[src/rtl/regfile_pkg.sv]
// Shared register-file constants and the writeback request payload used by the
// register file and its writeback scheduler.
package regfile_pkg;

  localparam int XLEN       = 32;
  localparam int REG_ADDR_W = 5;
  localparam int NUM_REGS   = 32;

  typedef struct packed {
    logic [REG_ADDR_W-1:0] addr;
    logic [XLEN-1:0]       data;
  } wb_req_t;

endpackage

[src/rtl/regfile_wb_scheduler_if.sv]
// Writeback channel: N_REQ requesters in, one register-file write port out.
interface regfile_wb_scheduler_if #(
  parameter int N_REQ = 3
);
  import regfile_pkg::*;

  // Handshake: requester i holds req_valid[i], its req_addr slice and its
  // req_data slice stable until req_ready[i] is seen high.  A transfer happens
  // in any cycle where req_valid[i] & req_ready[i]; req_ready is one-hot or
  // zero, and never high for a requester that is not valid.  The write port
  // (wr_*) has no ready and never stalls.
  logic [N_REQ-1:0]            req_valid;
  logic [REG_ADDR_W*N_REQ-1:0] req_addr;
  logic [XLEN*N_REQ-1:0]       req_data;
  logic [N_REQ-1:0]            req_ready;
  logic                        wr_ena;
  logic [REG_ADDR_W-1:0]       wr_addr;
  logic [XLEN-1:0]             wr_data;

  modport master (
    output req_valid, req_addr, req_data,
    input  req_ready, wr_ena, wr_addr, wr_data
  );

  modport slave (
    input  req_valid, req_addr, req_data,
    output req_ready, wr_ena, wr_addr, wr_data
  );

endinterface

[src/rtl/regfile_wb_scheduler_rr_arbiter.sv]
// Round-robin arbiter: search starts one past the last winner and wraps.
// The pointer moves only when the current grant is consumed (advance).
module rr_arbiter #(
  parameter int N = 3
) (
  input  logic         clk,
  input  logic         rst,
  input  logic [N-1:0] req,
  input  logic         advance,
  output logic [N-1:0] gnt
);

  localparam int LG_W = (N > 1) ? $clog2(N) : 1;

  logic [LG_W-1:0] last_grant;
  logic [LG_W-1:0] gnt_idx;

  always_comb begin
    int  idx;
    logic found;
    gnt     = '0;
    gnt_idx = last_grant;
    found   = 1'b0;
    idx     = 0;
    for (int k = 1; k <= N; k++) begin
      idx = (int'(last_grant) + k) % N;
      if (!found && req[idx]) begin
        gnt[idx] = 1'b1;
        gnt_idx  = LG_W'(idx);
        found    = 1'b1;
      end
    end
  end

  // Reset to N-1 so that requester 0 is first in line.
  always_ff @(posedge clk or posedge rst) begin
    if (rst) begin
      last_grant <= LG_W'(N - 1);
    end else if (advance && (|gnt)) begin
      last_grant <= gnt_idx;
    end
  end

endmodule

[src/rtl/regfile_wb_scheduler.sv]
// Writeback scheduler: arbitrates requesters onto the single register-file
// write port and tracks per-register busy bits for RAW hazard detection.
module regfile_wb_scheduler
  import regfile_pkg::*;
#(
  parameter int N_REQ = 3
) (
  input  logic                  clk,
  input  logic                  rst,
  input  logic                  rsv_valid,
  input  logic [REG_ADDR_W-1:0] rsv_addr,
  output logic                  rsv_busy,
  regfile_wb_scheduler_if.slave wb,
  input  logic [REG_ADDR_W-1:0] rd_addr0,
  input  logic [REG_ADDR_W-1:0] rd_addr1,
  output logic                  hazard0,
  output logic                  hazard1,
  output logic [NUM_REGS-1:0]   busy
);

  logic [N_REQ-1:0]    gnt;
  logic                transfer;
  wb_req_t             win;
  logic [NUM_REGS-1:1] busy_q;
  logic [NUM_REGS-1:1] busy_next;

  rr_arbiter #(.N(N_REQ)) u_arb (
    .clk     (clk),
    .rst     (rst),
    .req     (wb.req_valid),
    .advance (transfer),
    .gnt     (gnt)
  );

  // The output stage never stalls, so every grant is a transfer.
  assign wb.req_ready = gnt;
  assign transfer     = |(gnt & wb.req_valid);

  always_comb begin
    win = '0;
    for (int i = 0; i < N_REQ; i++) begin
      if (gnt[i]) begin
        win.addr = wb.req_addr[i*REG_ADDR_W +: REG_ADDR_W];
        win.data = wb.req_data[i*XLEN +: XLEN];
      end
    end
  end

  // Writes to x0 are accepted and acknowledged but never enabled.
  always_ff @(posedge clk or posedge rst) begin
    if (rst) begin
      wb.wr_ena  <= 1'b0;
      wb.wr_addr <= '0;
      wb.wr_data <= '0;
    end else if (transfer) begin
      wb.wr_ena  <= (win.addr != '0);
      wb.wr_addr <= win.addr;
      wb.wr_data <= win.data;
    end else begin
      wb.wr_ena  <= 1'b0;
    end
  end

  // Clear is applied before set so that a new reservation overrides a
  // writeback landing on the same register at the same edge.
  always_comb begin
    busy_next = busy_q;
    if (wb.wr_ena && (wb.wr_addr != '0)) begin
      busy_next[wb.wr_addr] = 1'b0;
    end
    if (rsv_valid && (rsv_addr != '0)) begin
      busy_next[rsv_addr] = 1'b1;
    end
  end

  always_ff @(posedge clk or posedge rst) begin
    if (rst) begin
      busy_q <= '0;
    end else begin
      busy_q <= busy_next;
    end
  end

  assign busy     = {busy_q, 1'b0};
  assign rsv_busy = busy[rsv_addr];
  assign hazard0  = busy[rd_addr0];
  assign hazard1  = busy[rd_addr1];

endmodule

[src/flat_wrapper.sv]
// flat-port wrapper written by rule: the top's interface ports become plain ports
module regfile_wb_scheduler_flat import regfile_pkg::*;
#(
  parameter int N_REQ = 3
)
  (clk, rst, rsv_valid, rsv_addr, rsv_busy, rd_addr0, rd_addr1, hazard0, hazard1, busy, wb_req_valid, wb_req_addr, wb_req_data, wb_req_ready, wb_wr_ena, wb_wr_addr, wb_wr_data);
  regfile_wb_scheduler_if #(.N_REQ(N_REQ)) wb_i ();
  input  logic clk;
  input  logic rst;
  input  logic rsv_valid;
  input  logic [REG_ADDR_W-1:0] rsv_addr;
  output logic rsv_busy;
  input  logic [REG_ADDR_W-1:0] rd_addr0;
  input  logic [REG_ADDR_W-1:0] rd_addr1;
  output logic hazard0;
  output logic hazard1;
  output logic [NUM_REGS-1:0] busy;
  input wire logic [$bits(wb_i.req_valid)-1:0] wb_req_valid;
  input wire logic [$bits(wb_i.req_addr)-1:0] wb_req_addr;
  input wire logic [$bits(wb_i.req_data)-1:0] wb_req_data;
  output wire logic [$bits(wb_i.req_ready)-1:0] wb_req_ready;
  output wire logic [$bits(wb_i.wr_ena)-1:0] wb_wr_ena;
  output wire logic [$bits(wb_i.wr_addr)-1:0] wb_wr_addr;
  output wire logic [$bits(wb_i.wr_data)-1:0] wb_wr_data;
  assign wb_i.req_valid = wb_req_valid;
  assign wb_i.req_addr = wb_req_addr;
  assign wb_i.req_data = wb_req_data;
  assign wb_req_ready = wb_i.req_ready;
  assign wb_wr_ena = wb_i.wr_ena;
  assign wb_wr_addr = wb_i.wr_addr;
  assign wb_wr_data = wb_i.wr_data;
  regfile_wb_scheduler #(.N_REQ(N_REQ)) u_core (.clk(clk), .rst(rst), .rsv_valid(rsv_valid), .rsv_addr(rsv_addr), .rsv_busy(rsv_busy), .wb(wb_i), .rd_addr0(rd_addr0), .rd_addr1(rd_addr1), .hazard0(hazard0), .hazard1(hazard1), .busy(busy));
endmodule
[config.mk]
export PLATFORM = sky130hd
export DESIGN_NAME = regfile_wb_scheduler_flat
export DESIGN_NICKNAME = d
export VERILOG_FILES = /design/src/rtl/regfile_pkg.sv /design/src/rtl/regfile_wb_scheduler_if.sv /design/src/rtl/regfile_wb_scheduler_rr_arbiter.sv /design/src/rtl/regfile_wb_scheduler.sv /design/src/flat_wrapper.sv
export SDC_FILE = /design/constraint.sdc
export NUM_CORES = 1
export LEC_CHECK = 0
export ABC_CLOCK_PERIOD_IN_PS = 6450
export CORE_UTILIZATION = 46
export CTS_CLUSTER_SIZE = 30
export DETAILED_ROUTE_END_ITERATION = 10
export PLACE_DENSITY = 0.87
export SLEW_MARGIN = 15
export SYNTH_ARGS = -nofsm -noshare
export SYNTH_HDL_FRONTEND = slang
export SYNTH_SLANG_ARGS = --single-unit
[constraint.sdc]
create_clock -name clk -period 6.45 [get_ports clk]
set_clock_uncertainty 0.05 [all_clocks]
set_input_delay 1.29 -clock clk [delete_from_list [all_inputs] [get_ports clk]]
set_output_delay 1.29 -clock clk [all_outputs]
set_load 0.005 [all_outputs]
* Word-level counts from Yosys, hierarchy flattened
Cells that the tools add are included.
W data, S select, Z words.
** Storage, ports and cells
- Output and inout port bits :: 76
- Flip-flop bits (word level) :: 71
- Input bits :: 132
- Logic and storage cells :: 87
** Operators by class
- Multiplexer cells :: 39
- Bitwise logic cells :: 6
- Reductions and logical operators :: 19
- Divide/modulo/power cells :: 3
- $add $sub $neg :: 3
- $lt $le $gt $ge :: 12
** Operator list (count)
- $mux W37 :: 3
- $ge A32 B1 Y1 const B :: 3
- $lt A32 B4 Y1 const B :: 3
- $mod A32 B3 Y32 const B :: 3
- $mux W31 :: 2
- $and A31 B31 Y31 :: 1
- $not A31 Y31 :: 1
- $or A31 B31 Y31 :: 1
- $lt A5 B6 Y1 const B :: 4
- $mux W1 :: 17
- $bmux W1 S5 :: 3
- $reduce_bool A5 Y1 :: 3
- $demux W1 S5 :: 2
- $ge A5 B1 Y1 const B :: 2
- $logic_and A1 B1 Y1 :: 10
- $mux W3 :: 3
- $add A2 B2 Y3 const B :: 2
- $bmux W1 S2 :: 3
- $demux W1 S2 :: 3
- $mux W2 :: 3
- $or A3 B3 Y3 :: 2
- $reduce_or A3 Y1 :: 2
- $add A2 B1 Y3 const B :: 1
- $and A3 B3 Y3 :: 1
- 3 further kinds :: 4

* Logic depth before layout (Yosys ltp)
- Depth in word-level cells :: 17
- Mapped depth :: 13
- Depth with buffers taken out :: 10

* Hierarchy
From an unflattened synthesis, not the netlist that was laid out.
** Unflattened totals
- Cells, all modules :: 566
- Area, all modules :: 4773.3 um^2
** Modules (own cells, without submodules)
- regfile_wb_scheduler :: instances 1, area an instance 4232.8 um^2, cells each 499, sequential area each 1726.7 um^2
- rr_arbiter :: instances 1, area an instance 540.5 um^2, cells each 67, sequential area each 51.3 um^2

* Least setup slack after synthesis
Ideal clock, no wire load.
- Path type :: input-to-output
- Start point :: input rd_addr0[0]
- End point :: output hazard0
- Arrival :: 2.974 ns
- Setup slack :: 2.136 ns
- Cell stages on the path :: 4
- Cell sequence :: clkbuf_1 -> mux4_2 -> mux4_2 -> mux2_2
** Between the ends
- Cells in the longest elaborated chain, start to end :: 2
** RTL lines
- start, declared :: RTL line flat_wrapper.sv:13 : input logic [REG_ADDR_W-1:0] rd_addr0;
- $bmux W1 S5 :: RTL line regfile_wb_scheduler.sv:86 : assign hazard0 = busy[rd_addr0];
- $mux W1 (implied by the code) :: RTL line regfile_wb_scheduler.sv:86
- end, declared :: RTL line flat_wrapper.sv:15 : output logic hazard0;
No other way between the ends. The select of a mux whose other input is x is not followed.

* Worst setup path in the final report
- Start point :: input wb_req_valid[2]
- End point :: output wb_req_ready[1]
** Between the ends
- Cells in the longest elaborated chain, start to end :: 10
** RTL lines
- start, declared :: RTL line flat_wrapper.sv:18 : input wire logic [$bits(wb_i.req_valid)-1:0] wb_req_valid;
- $bmux W1 S2 :: RTL line regfile_wb_scheduler_rr_arbiter.sv:27 : if (!found && req[idx]) begin
- $mux W1 (implied by the code) (2 in a row) :: RTL line regfile_wb_scheduler_rr_arbiter.sv:27
- $mux W1 :: RTL line regfile_wb_scheduler_rr_arbiter.sv:27
- $logic_not A1 Y1 :: RTL line regfile_wb_scheduler_rr_arbiter.sv:27
- $logic_and A1 B1 Y1 :: RTL line regfile_wb_scheduler_rr_arbiter.sv:27
- $mux W1 :: RTL line regfile_wb_scheduler_rr_arbiter.sv:27
- $logic_not A1 Y1 :: RTL line regfile_wb_scheduler_rr_arbiter.sv:27
- $logic_and A1 B1 Y1 :: RTL line regfile_wb_scheduler_rr_arbiter.sv:27
- $mux W3 (*) :: RTL line regfile_wb_scheduler_rr_arbiter.sv:27
- end, declared :: RTL line flat_wrapper.sv:21 : output wire logic [$bits(wb_i.req_ready)-1:0] wb_req_ready;
Mark *: on every way between the ends. The rest lies on a longest branch, timed or not. The select of a mux whose other input is x is not followed.

==> reports/qor.yml <==
final_layout:
  stdcell_area_sq_um: 6860
  fin_nets: 847
  drive_gt1_frac: 0.0880
  final_cells: 850
  syn_to_final_growth_pct: 48.8
sta:
  layout_setup_ws_ns: 1.24
  slew_headroom: 0.408
  min_period_ns: 5.21
  max_freq_mhz: 192
  finalHoldViolCount: 0
  setup_tns_ns: 0
  fin_crit_sh: 0.807
  rsz0062_at_grt: "no"
  final_max_slew_viol_count: 0
  tightest_slew_ns: 0.888
  setup_viol: 0
global_routing:
  grt.total_usage: 0.311
  grt_antenna_before_repair: 1
  grt_pass1_wl_mm: 24.5
  grt_max_degree: 79
  overflow: 0
  grt_pass1_vias: 4771
placement:
  place_congestion: 0.962
  dp_hpwl_mm: 11.8
  dp_slack_ns: 1.25
  io_buffers: 206
  dpl.cell_count: 833
  dpl_cell_area_sq_um: 6680
floorplan:
  die_h_um: 102
  core_area_sq_um: 9730
  die_w_um: 102
  initial_utilization: 0.473
  die_area_sq_um: 10400
  rows: 36
  io_pins: 208
clock_network:
  cts_made_buffers: 9
  ctsResizeCount: 0
  cts_tree: "built"
  postCtsHoldBufs: 0
  post_cts_buffers: 0
  cts.clk_slew.worst_paths_ns: 0.06
  clockRootBuffer: "clkbuf_8"
  cts.htree.levels: 3
  clock_path_buffers: 2
  cts_sinks: 71
  insertion_delay_ns: 0.33
critical_path:
  path_cells: "clkdlybuf4s50_1 -> a21boi_0 -> o22ai_1 -> a211o_1 -> buf_4 -> inv_1 -> buf_4 -> clkdlybuf4s50_1"
  path_buf_inv: 5
  critPathLaunchType: "input port"
  cp.arrival_ns: 3.87
  crit_required_ns: 5.11
  critPathMaxFanout: 39
  cp_top_family: "buffers and inverters"
  slowest_stage: "clkdlybuf4s50_1"
  end_kind: "output pin"
  critPathMaxStageDelay_ns: 0.59
  critPathKind: "input port to output pin"
drt:
  drtAntennaViolNets: 0
  first_iter_violations: 354
  drt_pass1_iterations: 5
  routedWlPerCell_um: 18.4
  wl_mm: 15.6
  viasPerCell: 5.83
  drc: 0
  vias: 4954
logic_synthesis:
  synth.distinct_cells: 42
  syn_inst: 528
  syn_area_per_cell_sq_um: 8.72
  syn-cell-area_sq_um: 4610
  seq_area_frac_synth: 0.386
  yosysTopAreaCellShare: 0.380
  yosysWarningCount: 0
  ys_ff_latch: 71
  netlist_top_cells_area: "dfrtp_1 (38%), o21ai_0 (14%), mux4_2 (12%)"
  synth_nets: 664
  yosys.area.top_type: "dfrtp_1"
pwr:
  powerDensity_nw_per_um2: 488
  peakVddDrop_v: 0.000389
  leakage_nw: 2.62
min_path:
  hold_class: "register to register"
outcome:
  status: "finished, final reports clean"
job:
  max_cap_violations: 0
-- layout by cell type (no fill, tap or decap), types with 6 or more instances in the layout --
| master | instances |
|---|---|
| clkdlybuf4s50_1 | 206 |
| o21ai_0 | 131 |
| nand2_1 | 126 |
| dfrtp_1 | 70 |
| o211ai_1 | 37 |
| mux4_2 | 25 |
| inv_1 | 15 |
| nand3b_1 | 10 |
| clkbuf_8 | 10 |
| o21ai_1 | 9 |
| nor2_1 | 8 |
| nand3_1 | 6 |
| buf_4 | 6 |
-- layout make-up --
type                       count  area [sq um]
sequential                    71          1780
clock buffer                  13           149
fill                         744          2870
inverter                      17          63.8
timing repair buffer         212          2110
tap                          133           166
clock inverter                 3          20.0
antenna                        1          2.50
multi-input combinational    400          2570
-- path summary, 6_finish.rpt --
path / start / endpoint / slack [ns] / depth (start not counted)
setup / recovery: wb_req_valid[2] / wb_req_ready[1] / 1.24 / 8
hold / removal: u_core.wb.wr_data[16] / u_core.wb.wr_data[16] / 0.44 / 2
setup reg to reg: u_core.u_arb.last_grant[1] / u_core.wb.wr_data[0] / 3.03 / 11
hold reg to reg: u_core.wb.wr_data[16] / u_core.wb.wr_data[16] / 0.44 / 2
max in group asynchronous: rst / u_core.busy_q[21] / 4.27 / 3
min in group asynchronous: rst / u_core.busy_q[26] / 1.49 / 3
-- synth_stat cells (all sizes together) --
cell and count:
o21ai 140, nand2 126, dfrtp 70, o211ai 37, mux4 25, clkbuf 22, buf 18, inv 17
nand3b 10, nor2 9, nand3 6, a21oi 5, mux2 5, o22ai 5, ha 4, or3b 4
mux2i 3, a221oi 2, and2 2, nand2b 2, or2 2, or3 2, a2111oi 1, a211o 1
a21boi 1, a22oi 1, a2bb2oi 1, a41oi 1, conb 1, dfstp 1, nor2b 1, o32a 1
o32ai 1, or4 1
-- state kept, by name, indices dropped and copies added (netlist names) --
register / flops
u_core.wb.wr_ena: 1
u_core.wb.wr_data: 32
u_core.wb.wr_addr: 5
u_core.busy_q: 31
u_core.u_arb.last_grant: 2
-- metal layers --
metal / GRT usage / wire length, um / up-vias
met1: 0.379 / 5710 / 2320
li1: - / - / 2271
met5: 0 / 0 / -
met4: 0.162 / 663 / 0
met3: 0.0807 / 1470 / 59
met2: 0.509 / 7760 / 304
-- power by group --
group | leakage, nW | internal [mW] | switching, mW
Clock | 0.0797 | 0.150 | 0.158
Combinational | 1.73 | 1.01 | 1.10
Sequential | 0.819 | 0.663 | 0.255
Total | 2.62 | 1.83 | 1.52
-- stage by stage --
step           hold slack [ns]  utilization  total power, mW
3_3_place_gp             0.412        0.687             2.93
2_1_floorplan            0.421            -             2.19
4_1_cts                  0.447        0.704             3.35
5_1_grt                  0.470        0.704             3.63
6_report                 0.444        0.705             3.34
3_5_place_dp             0.419        0.687             3.03
-- logic make-up after synthesis --
| family | after synthesis | synth area share |
|---|---|---|
| other | 1 | 0.000814 |
| AND/OR/NAND/NOR | 165 | 0.155 |
| adder cells (fa/ha/maj) | 4 | 0.0109 |
| buffers and inverters | 57 | 0.0565 |
| AO/OA/AOI/OAI | 197 | 0.250 |
| flip-flops | 71 | 0.386 |
| multiplexers | 33 | 0.141 |
-- worst min-delay path: stages (launching register included) --
cell and delay, ns:
dfrtp_1 0.35, nand2_1 0.05, o21ai_1 0.06
(Power assumes the default switching activity.)
